## config.mk

```make
export PLATFORM = sky130hd
export DESIGN_NAME = mips32_reg_dump_flat
export DESIGN_NICKNAME = d
export VERILOG_FILES = /design/src/rtl/mips32_reg_dump_if.sv /design/src/rtl/mips32_reg_dump.sv /design/src/flat_wrapper.sv
export SDC_FILE = /design/constraint.sdc
export NUM_CORES = 1
export LEC_CHECK = 0
export CAP_MARGIN = 10
export CORE_ASPECT_RATIO = 0.8
export CORE_UTILIZATION = 40
export DETAILED_ROUTE_END_ITERATION = 8
export PLACE_DENSITY_LB_ADDON = 0.15
export SLEW_MARGIN = 15
export SYNTH_ARGS = -nofsm -noshare
export SYNTH_HDL_FRONTEND = slang
export SYNTH_SLANG_ARGS = --single-unit
export TNS_END_PERCENT = 20
```

## constraint.sdc

```tcl
create_clock -name clk1 -period 3.13 [get_ports clk1]
set_clock_uncertainty 0.15 [all_clocks]
set_input_delay 0.626 -clock clk1 [delete_from_list [all_inputs] [get_ports clk1]]
set_output_delay 0.626 -clock clk1 [all_outputs]
set_load 0.05 [all_outputs]
```

## src/rtl/mips32_reg_dump_if.sv

```systemverilog
// mips32_reg_dump_if: valid/ready word stream carrying the register-file dump.
// The dump engine drives through master; the host/scoreboard/UART bridge uses slave.
interface mips32_reg_dump_if #(
    parameter int DW = 32
);
    logic          out_valid;
    logic          out_ready;
    logic [DW-1:0] out_data;
    logic          out_last;

    modport master (
        output out_valid,
        output out_data,
        output out_last,
        input  out_ready
    );

    modport slave (
        input  out_valid,
        input  out_data,
        input  out_last,
        output out_ready
    );
endinterface

```

## src/rtl/mips32_reg_dump.sv

```systemverilog
// mips32_reg_dump: after the core halts, walks r0..r(NREGS-1) and streams each word out.
// Define MIPS32_DUMP_HDR_EN to prepend a header word {8'hA5, NREGS, pc[15:0]}.
module mips32_reg_dump #(
    parameter int NREGS = 32,
    parameter int AW    = 5,
    parameter int DW    = 32
) (
    input  logic              clk1,
    input  logic              rst_n,
    input  logic              halted,
    input  logic              dump_req,
    input  logic [31:0]       pc,
    output logic [AW-1:0]     rf_addr,
    input  logic [DW-1:0]     rf_rdata,
    mips32_reg_dump_if.master dump,
    output logic              busy,
    output logic              done
);

`ifdef MIPS32_DUMP_HDR_EN
    typedef enum logic [2:0] {IDLE, HDR, RD, SEND, DONE} state_t;

    logic [DW-1:0] hdr_word;
    assign hdr_word = DW'({8'hA5, 8'(NREGS), pc[15:0]});
`else
    typedef enum logic [1:0] {IDLE, RD, SEND, DONE} state_t;

    // Without the header the PC is not needed.
    logic unused_pc;
    assign unused_pc = ^pc;
`endif

    localparam logic [AW-1:0] LAST_IDX = AW'(NREGS - 1);

    state_t        state;
    logic [AW-1:0] idx;
    logic          halted_q;
    logic          trig;
    logic          hs;

    // A level-held halt must only start one dump, so only its rising edge counts.
    assign trig = (halted & ~halted_q) | dump_req;
    assign hs   = dump.out_valid & dump.out_ready;

    // NOTE: every state bit and registered output lives in this one clocked block and
    // is written with <=, so all branches see the pre-edge values of idx/out_last.
    always_ff @(posedge clk1 or negedge rst_n) begin
        if (!rst_n) begin
            state          <= IDLE;
            idx            <= '0;
            halted_q       <= 1'b0;
            rf_addr        <= '0;
            dump.out_valid <= 1'b0;
            dump.out_data  <= '0;
            dump.out_last  <= 1'b0;
            busy           <= 1'b0;
            done           <= 1'b0;
        end else begin
            halted_q <= halted;
            case (state)
                IDLE, DONE: begin
                    if (trig) begin
                        idx     <= '0;
                        rf_addr <= '0;
                        busy    <= 1'b1;
                        done    <= 1'b0;
`ifdef MIPS32_DUMP_HDR_EN
                        dump.out_data  <= hdr_word;
                        dump.out_valid <= 1'b1;
                        dump.out_last  <= 1'b0;
                        state          <= HDR;
`else
                        state   <= RD;
`endif
                    end
                end
`ifdef MIPS32_DUMP_HDR_EN
                HDR: begin
                    if (hs) begin
                        dump.out_valid <= 1'b0;
                        rf_addr        <= '0;
                        state          <= RD;
                    end
                end
`endif
                RD: begin
                    // The read port is combinational; rf_addr was set on the previous edge.
                    dump.out_data  <= rf_rdata;
                    dump.out_valid <= 1'b1;
                    dump.out_last  <= (idx == LAST_IDX);
                    state          <= SEND;
                end
                SEND: begin
                    if (hs) begin
                        dump.out_valid <= 1'b0;
                        if (dump.out_last) begin
                            dump.out_last <= 1'b0;
                            busy          <= 1'b0;
                            done          <= 1'b1;
                            state         <= DONE;
                        end else begin
                            idx     <= idx + 1'b1;
                            rf_addr <= idx + 1'b1;
                            state   <= RD;
                        end
                    end
                end
                default: state <= IDLE;
            endcase
        end
    end

endmodule

```

## src/flat_wrapper.sv

```systemverilog
// flat-port wrapper written by rule: the top's interface ports become plain ports
module mips32_reg_dump_flat 
#(
    parameter int NREGS = 32,
    parameter int AW    = 5,
    parameter int DW    = 32
)
  (clk1, rst_n, halted, dump_req, pc, rf_addr, rf_rdata, busy, done, dump_out_valid, dump_out_data, dump_out_last, dump_out_ready);
  mips32_reg_dump_if #(.DW(DW)) dump_i ();
  input  logic clk1;
  input  logic rst_n;
  input  logic halted;
  input  logic dump_req;
  input  logic [31:0] pc;
  output logic [AW-1:0] rf_addr;
  input  logic [DW-1:0] rf_rdata;
  output logic busy;
  output logic done;
  output wire logic [$bits(dump_i.out_valid)-1:0] dump_out_valid;
  output wire logic [$bits(dump_i.out_data)-1:0] dump_out_data;
  output wire logic [$bits(dump_i.out_last)-1:0] dump_out_last;
  input wire logic [$bits(dump_i.out_ready)-1:0] dump_out_ready;
  assign dump_out_valid = dump_i.out_valid;
  assign dump_out_data = dump_i.out_data;
  assign dump_out_last = dump_i.out_last;
  assign dump_i.out_ready = dump_out_ready;
  mips32_reg_dump #(.NREGS(NREGS), .AW(AW), .DW(DW)) u_core (.clk1(clk1), .rst_n(rst_n), .halted(halted), .dump_req(dump_req), .pc(pc), .rf_addr(rf_addr), .rf_rdata(rf_rdata), .dump(dump_i), .busy(busy), .done(done));
endmodule
```

==> run_summary.xml, run 1 <==
<?xml version="1.0" encoding="UTF-8"?>
<metrics>
  <group name="die">
    <metric name="core_area" unit="um^2">4340</metric>
    <metric name="die_height" unit="um">63.4</metric>
    <metric name="rows" unit="">21</metric>
    <metric name="boundaryPins" unit="">110</metric>
    <metric name="die-area" unit="um^2">4980</metric>
    <metric name="die_w" unit="um">78.7</metric>
    <metric name="initial_util" unit="%">43.4</metric>
  </group>
  <group name="clock_tree">
    <metric name="cts.root.buffer_cell" unit="">clkbuf_8</metric>
    <metric name="cts_setup_buffers" unit="">0</metric>
    <metric name="ctsHoldBuffers" unit="">0</metric>
    <metric name="tritoncts" unit="">done</metric>
    <metric name="clock_insertion_delay_at_the_later_pin_of_the_skew_report" unit="ns">0.29</metric>
    <metric name="cts-resized-gates" unit="">0</metric>
    <metric name="cts.htree.levels" unit="">2</metric>
    <metric name="ctsLongestPathBuffers" unit="">2</metric>
    <metric name="worst_setup_hold_path_clk_slew" unit="ns">0.08</metric>
    <metric name="cts_bufs_inserted" unit="">5</metric>
    <metric name="clock_sinks" unit="">44</metric>
  </group>
  <group name="critical_path">
    <metric name="startpoint_type" unit="">register</metric>
    <metric name="nature_of_the_critical_path_endpoint" unit="">output port</metric>
    <metric name="worst_path_largest_cell_delay" unit="ns">0.85</metric>
    <metric name="timing.critical_path.required" unit="ns">2.35</metric>
    <metric name="crit_path_max_delay_cell_type" unit="">clkdlybuf4s50_1</metric>
    <metric name="timing.critical_path.max_delay_family" unit="">buffers and inverters</metric>
    <metric name="worstRegToRegCells" unit="">5</metric>
    <metric name="reg2reg_from" unit="">u_core.state[0]</metric>
    <metric name="timing.rr.end" unit="">u_core.rf_addr[0]</metric>
    <metric name="critPathKind" unit="">reg2out</metric>
    <metric name="timing.critical_path.fanout_max" unit="">6</metric>
    <metric name="worst-endpoint-arrival" unit="ns">1.62</metric>
    <metric name="number_of_buffers_and_inverters_on_the_critical_path" unit="">1</metric>
    <metric name="crit_chain" unit="">clkdlybuf4s50_1</metric>
    <metric name="rrSetupSlack" unit="ns">1.06</metric>
  </group>
  <group name="finish">
    <metric name="layout-drive-gt1-share" unit="%">19.4</metric>
    <metric name="finalInstanceArea" unit="um^2">2820</metric>
    <metric name="final_core_utilization" unit="%">65.0</metric>
    <metric name="fin_nets" unit="">289</metric>
    <metric name="num_antenna_cells" unit="">0</metric>
    <metric name="flow.area_growth_from_synthesis" unit="%">49.7</metric>
  </group>
  <group name="timing">
    <metric name="setup-tns-final" unit="ns">0</metric>
    <metric name="setup_slack" unit="ns">0.738</metric>
    <metric name="final.min_clock_period" unit="ns">2.39</metric>
    <metric name="final_period_utilization" unit="%">76.4</metric>
    <metric name="timing_worst_slew_pin_value" unit="ns">0.940</metric>
    <metric name="maxSlewViolCount" unit="">0</metric>
    <metric name="rsz0062_at_grt" unit="">false</metric>
    <metric name="hold_viol_final" unit="">0</metric>
    <metric name="worst_slew_margin_rel" unit="%">37.3</metric>
    <metric name="finalSetupViolCount" unit="">0</metric>
    <metric name="maxClockFrequency" unit="GHz">0.418</metric>
  </group>
  <group name="global_route">
    <metric name="grt_start_max_net_pins" unit="">45</metric>
    <metric name="number_of_antenna_violations_at_the_first_check_in_global_routing" unit="">0</metric>
    <metric name="first_pass_grt_wire_length" unit="mm">6.73</metric>
    <metric name="grt_usage" unit="%">17.7</metric>
    <metric name="globalRoute.totalOverflow" unit="">0</metric>
    <metric name="first_global_vias" unit="">1441</metric>
  </group>
  <group name="logic_synthesis">
    <metric name="synth_area_per_cell" unit="um^2">14.0</metric>
    <metric name="syn-instance-count" unit="">134</metric>
    <metric name="yosysWarnings" unit="">0</metric>
    <metric name="number_of_enable_type_register_cells_in_the_synthesized_netlist" unit="">0</metric>
    <metric name="flop_and_latch_count_out_of_synthesis" unit="">44</metric>
    <metric name="synth.cell_area" unit="um^2">1880</metric>
    <metric name="seq_area_frac_synth" unit="%">58.5</metric>
    <metric name="dominant_synthesized_flop_cell" unit="">dfrtp_1</metric>
    <metric name="postSynthNetCount" unit="">208</metric>
    <metric name="synthArstFlopShare" unit="%">100</metric>
    <metric name="synth.lib_cells_used.distinct" unit="">30</metric>
  </group>
  <group name="detailed_routing">
    <metric name="vias_per_cell" unit="">4.89</metric>
    <metric name="totalWireLength" unit="mm">4.00</metric>
    <metric name="detailedRoute.firstPassIterationCount" unit="">3</metric>
    <metric name="drcViolationCount" unit="">0</metric>
    <metric name="drtAntennaViolNets" unit="">0</metric>
    <metric name="wire_per_inst" unit="um">14.6</metric>
    <metric name="vias" unit="">1334</metric>
    <metric name="detail_route.iter0.violations" unit="">65</metric>
  </group>
  <group name="placed_design">
    <metric name="placement.cell_area" unit="um^2">2710</metric>
    <metric name="io_buffer_count" unit="">77</metric>
    <metric name="dp.final_hpwl" unit="mm">3.01</metric>
    <metric name="pre_cts_ws" unit="ns">0.780</metric>
    <metric name="gp_congestion" unit="">0.732</metric>
  </group>
  <group name="run_status">
    <metric name="outcome" unit="">complete, no violations</metric>
  </group>
  <group name="pwr">
    <metric name="leakage" unit="uW">0.00119</metric>
    <metric name="power.density_cell_area" unit="nW/um^2">1210</metric>
    <metric name="ir_drop" unit="uV">621</metric>
  </group>
  <group name="job">
    <metric name="max_cap_violations" unit="">0</metric>
  </group>
  <group name="hold_path">
    <metric name="hp-class" unit="">in2async</metric>
  </group>
</metrics>
==> power by group <==
part,switching [uW],internal [uW],leakage (uW)
logic,1240,802,0.000612
registers,130,810,0.000526
clock network,181,237,0.0000552
==> synth_stat cells (all sizes together), types with 2 or more instances <==
cell type | count | area [um^2]
nand3 | 2 | 10.0
o221ai | 2 | 17.5
o21ai | 3 | 15.0
mux2i | 4 | 40.0
inv | 12 | 45.0
ha | 5 | 62.6
clkbuf | 2 | 8.75
mux2 | 33 | 372
and3 | 2 | 12.5
nor2b | 2 | 12.5
a21oi | 2 | 10.0
o2bb2ai | 2 | 23.8
dfrtp | 44 | 1100
nand2 | 4 | 15.0
a211oi | 2 | 27.5
nand2b | 2 | 12.5
buf | 3 | 15.0
==> worst max-delay path by stage <==
stage | start | to | cells past startpoint
final | u_core.dump.out_last | dump_out_last | 1
after global placement | halted | u_core.rf_addr[0] | 4
after global routing | u_core.dump.out_last | dump_out_last | 1
after floorplan | u_core.state[0] | u_core.rf_addr[0] | 5
after CTS | u_core.dump.out_last | dump_out_last | 1
after detailed placement | halted | u_core.rf_addr[0] | 4
==> placed cells by master (no fill, tap or decap), types with 4 or more instances in the layout <==
| master | netlist | layout |
|---|---|---|
| clkdlybuf4s50_1 | 0 | 76 |
| nand2_1 | 4 | 4 |
| dfrtp_1 | 44 | 44 |
| ha_1 | 5 | 5 |
| clkbuf_8 | 0 | 5 |
| mux2i_1 | 4 | 4 |
| mux2_2 | 28 | 28 |
| inv_1 | 12 | 12 |
| mux2_1 | 5 | 5 |
==> cell families (layout without fill, tap and decap cells) <==
group	after synthesis	count (layout)	synth area share, %
DFF	44	44	58.5
muxes	37	37	21.9
AOI/OAI and AO/OA	18	18	8.78
buffers and inverters	17	99	3.66
and+or+nand+nor	13	13	3.86
adders and majority gates	5	5	3.32
==> final cells by class <==
cell class / instances / area, um^2
fillers: 348 / 1520
flip-flops and latches: 44 / 1100
repair buffers: 79 / 781
multi-input cells: 73 / 712
clock buffers: 6 / 72.6
well taps: 57 / 71.3
inverters: 12 / 45.0
clock inverters: 2 / 35.0
==> per-stage QoR <==
stage	hold WS [ns]	total power (uW)	cells
finish	0.317	3400	273
global route	0.372	3570	273
CTS	0.342	3440	273
detailed placement	0.329	3010	265
global placement	0.316	2960	265
floorplan	0.180	2350	134
==> sequential cells by signal, summed over array words and instances (netlist names) <==
name	flops
u_core.busy	1
u_core.done	1
u_core.dump.out_data	32
u_core.dump.out_last	1
u_core.dump.out_valid	1
u_core.halted_q	1
u_core.rf_addr	5
u_core.state	2
==> routing by layer <==
| layer | part of all wire [%] | global-route usage [%] | vias up |
|---|---|---|---|
| met5 | 0 | 0 | - |
| met4 | 2.2 | 7.87 | 0 |
| met3 | 9.4 | 7.54 | 9 |
| met2 | 47 | 28.3 | 57 |
| met1 | 41 | 20.7 | 639 |
| li1 | - | - | 629 |
(Power assumes the default switching activity.)
==> run 2, diff against run 1 <==
--- a/config.mk
+++ b/config.mk
@@ -7,7 +7,7 @@
 export LEC_CHECK = 0
 export CAP_MARGIN = 10
 export CORE_ASPECT_RATIO = 0.8
-export CORE_UTILIZATION = 40
+export CORE_UTILIZATION = 34
 export DETAILED_ROUTE_END_ITERATION = 8
 export PLACE_DENSITY_LB_ADDON = 0.15
 export SLEW_MARGIN = 15
==> constraint.sdc (replaced) <==
create_clock -name clk1 -period 2.15 [get_ports clk1]
set_clock_uncertainty 0.15 [all_clocks]
set_input_delay 0.43 -clock clk1 [delete_from_list [all_inputs] [get_ports clk1]]
set_output_delay 0.43 -clock clk1 [all_outputs]
set_load 0.05 [all_outputs]
==> run_summary.xml, run 2 (synthesis gave the netlist of run 1 again) <==
<?xml version="1.0" encoding="UTF-8"?>
<metrics>
  <group name="placed_design">
    <metric name="placement.cell_area" unit="um^2">2720</metric>
    <metric name="io_buffer_count" unit="">77</metric>
    <metric name="gp_congestion" unit="">0.722</metric>
    <metric name="dp.final_hpwl" unit="mm">2.96</metric>
  </group>
  <group name="finish">
    <metric name="seq_area" unit="um^2">1100</metric>
    <metric name="final.fill_count" unit="">420</metric>
    <metric name="mostFrequentLayoutCells" unit="">70 x clkdlybuf4s50_1, 44 x dfrtp_1, 28 x mux2_2, 12 x inv_1, 9 x buf_4</metric>
    <metric name="mostFrequentLayoutCell" unit="">clkdlybuf4s50_1</metric>
    <metric name="biggestRegsByFlops" unit="">u_core.dump.out_data: 32 flops, u_core.rf_addr: 5 flops, u_core.state: 2 flops</metric>
    <metric name="multiInputGateArea" unit="um^2">712</metric>
    <metric name="largest_register_ff_count" unit="">32</metric>
    <metric name="num_antenna_cells" unit="">0</metric>
    <metric name="max_flop_register" unit="">u_core.dump.out_data</metric>
    <metric name="fin_nets" unit="">291</metric>
    <metric name="finalInstanceArea" unit="um^2">2810</metric>
    <metric name="final_core_utilization" unit="%">54.6</metric>
    <metric name="layout-drive-gt1-share" unit="%">22.9</metric>
    <metric name="flow.area_growth_from_synthesis" unit="%">49.5</metric>
  </group>
  <group name="pwr">
    <metric name="power.combinational.fraction" unit="%">61.7</metric>
    <metric name="power.density_cell_area" unit="nW/um^2">1730</metric>
    <metric name="leakage" unit="uW">0.00123</metric>
    <metric name="finalPower" unit="uW">4870</metric>
    <metric name="netSwitchingFraction" unit="%">46.3</metric>
    <metric name="ir_drop" unit="uV">1020</metric>
    <metric name="clock_power_share" unit="%">10.5</metric>
    <metric name="switchingPower" unit="uW">2250</metric>
    <metric name="share_seq_of_total_power" unit="%">27.8</metric>
    <metric name="intPower" unit="uW">2620</metric>
  </group>
  <group name="global_route">
    <metric name="first_global_vias" unit="">1375</metric>
    <metric name="grt_start_max_net_pins" unit="">45</metric>
    <metric name="number_of_antenna_violations_at_the_first_check_in_global_routing" unit="">0</metric>
    <metric name="grt_usage" unit="%">15.1</metric>
    <metric name="first_pass_grt_wire_length" unit="mm">6.62</metric>
    <metric name="globalRoute.totalOverflow" unit="">0</metric>
  </group>
  <group name="critical_path">
    <metric name="critPathKind" unit="">reg2out</metric>
    <metric name="worst-endpoint-arrival" unit="ns">1.49</metric>
    <metric name="worstRegToRegCells" unit="">5</metric>
    <metric name="crit_path_max_delay_cell_type" unit="">clkdlybuf4s50_1</metric>
    <metric name="reg2reg_from" unit="">u_core.state[0]</metric>
    <metric name="timing.critical_path.fanout_max" unit="">3</metric>
    <metric name="crit_chain" unit="">clkdlybuf4s50_1</metric>
    <metric name="number_of_buffers_and_inverters_on_the_critical_path" unit="">1</metric>
    <metric name="nature_of_the_critical_path_endpoint" unit="">output port</metric>
    <metric name="timing.critical_path.required" unit="ns">1.57</metric>
    <metric name="worst_path_largest_cell_delay" unit="ns">0.82</metric>
    <metric name="rrSetupSlack" unit="ns">0.21</metric>
    <metric name="timing.rr.end" unit="">u_core.rf_addr[0]</metric>
    <metric name="timing.critical_path.max_delay_family" unit="">buffers and inverters</metric>
    <metric name="startpoint_type" unit="">register</metric>
  </group>
  <group name="timing">
    <metric name="worst_slew_margin_rel" unit="%">64.4</metric>
    <metric name="timing_worst_slew_pin_value" unit="ns">0.534</metric>
    <metric name="setup-tns-final" unit="ns">0</metric>
    <metric name="hold_viol_final" unit="">0</metric>
    <metric name="holdWs" unit="ns">0.0564</metric>
    <metric name="maxClockFrequency" unit="GHz">0.483</metric>
    <metric name="finalSetupViolCount" unit="">0</metric>
    <metric name="final.min_clock_period" unit="ns">2.07</metric>
    <metric name="final_period_utilization" unit="%">96.2</metric>
    <metric name="rsz0062_at_grt" unit="">false</metric>
    <metric name="maxSlewViolCount" unit="">0</metric>
  </group>
  <group name="die">
    <metric name="rows" unit="">23</metric>
    <metric name="die-area" unit="um^2">5840</metric>
    <metric name="die_w" unit="um">85.2</metric>
    <metric name="initial_util" unit="%">36.5</metric>
    <metric name="die_height" unit="um">68.5</metric>
    <metric name="boundaryPins" unit="">110</metric>
    <metric name="core_area" unit="um^2">5150</metric>
  </group>
  <group name="clock_tree">
    <metric name="cts.htree.levels" unit="">2</metric>
    <metric name="cts_bufs_inserted" unit="">5</metric>
    <metric name="clock_insertion_delay_at_the_later_pin_of_the_skew_report" unit="ns">0.28</metric>
    <metric name="tritoncts" unit="">done</metric>
    <metric name="ctsLongestPathBuffers" unit="">2</metric>
    <metric name="cts_setup_buffers" unit="">0</metric>
    <metric name="clock_sinks" unit="">44</metric>
    <metric name="worst_setup_hold_path_clk_slew" unit="ns">0.08</metric>
    <metric name="cts.root.buffer_cell" unit="">clkbuf_8</metric>
  </group>
  <group name="run_status">
    <metric name="outcome" unit="">complete, no violations</metric>
  </group>
  <group name="detailed_routing">
    <metric name="vias" unit="">1321</metric>
    <metric name="drcViolationCount" unit="">0</metric>
    <metric name="detail_route.iter0.violations" unit="">61</metric>
    <metric name="totalWireLength" unit="mm">3.95</metric>
    <metric name="detailedRoute.firstPassIterationCount" unit="">6</metric>
    <metric name="drtAntennaViolNets" unit="">0</metric>
    <metric name="wire_per_inst" unit="um">14.1</metric>
    <metric name="vias_per_cell" unit="">4.72</metric>
  </group>
  <group name="hold_path">
    <metric name="hp-class" unit="">in2async</metric>
  </group>
  <group name="job">
    <metric name="max_cap_violations" unit="">0</metric>
  </group>
</metrics>
==> run 2: cell count changes in the layout (fill, tap and decap cells not counted) <==
| cell | previous run | this run |
|---|---|---|
| buf_4 | 2 | 9 |
| bufinv_16 | 1 | 0 |
| clkbuf_1 | 1 | 0 |
| clkbuf_8 | 5 | 6 |
| clkdlybuf4s50_1 | 76 | 70 |
| clkinv_2 | 1 | 2 |
| dlymetal6s2s_1 | 0 | 1 |
==> run 2: through the flow <==
step	setup WS (ns)	cells
after CTS	0.0360	280
after detailed placement	0.112	272
final	0.0814	280
after global placement	0.117	272
after floorplan	0.251	134
after global routing	0.0248	280
==> run 2: worst max path at each step <==
stage                      start           endpoint  slack, ns  depth (start not counted)
2_1_floorplan    u_core.state[0]  u_core.rf_addr[0]       0.25                          5
3_3_place_gp              halted  u_core.rf_addr[2]       0.12                          4
3_5_place_dp              halted  u_core.rf_addr[0]       0.11                          4
4_1_cts        u_core.rf_addr[3]         rf_addr[3]       0.04                          1
5_1_grt              u_core.done               done       0.02                          1
6_report             u_core.done               done       0.08                          1
==> run 2: final cells by class <==
| cell class | instances | area share, % |
|---|---|---|
| Multi-Input combinational cell | 73 | 25.3 |
| Tap cell | 62 | 2.76 |
| Timing Repair Buffer | 81 | 27.9 |
| Clock buffer | 6 | 2.93 |
| Sequential cell | 44 | 39.1 |
| Clock inverter | 2 | 0.356 |
| Inverter | 12 | 1.60 |
==> run 2: power groups by stage <==
stage          clock network, uW  registers [uW]  logic [uW]
4_1_cts                      540            1360        3030
5_1_grt                      580            1410        3150
3_5_place_dp                   0            1370        3030
3_3_place_gp                   0            1350        2980
2_1_floorplan                  0            2520         909
6_report                     512            1350        3010
==> run 2: per-layer routing <==
metal | vias to the layer above | global-route usage, % | wire length (um)
li1 | 637 | - | -
met1 | 630 | 18.7 | 1810
met2 | 49 | 25.0 | 1790
met3 | 5 | 5.24 | 310
met4 | 0 | 5.08 | 41
met5 | - | 0 | 0
==> run 2: repair_timing <==
action | 4_1_cts | 5_1_grt
endpoints found under the setup margin | 0 | 1
gates resized for setup | 0 | 1
hold buffers | 0 | 0
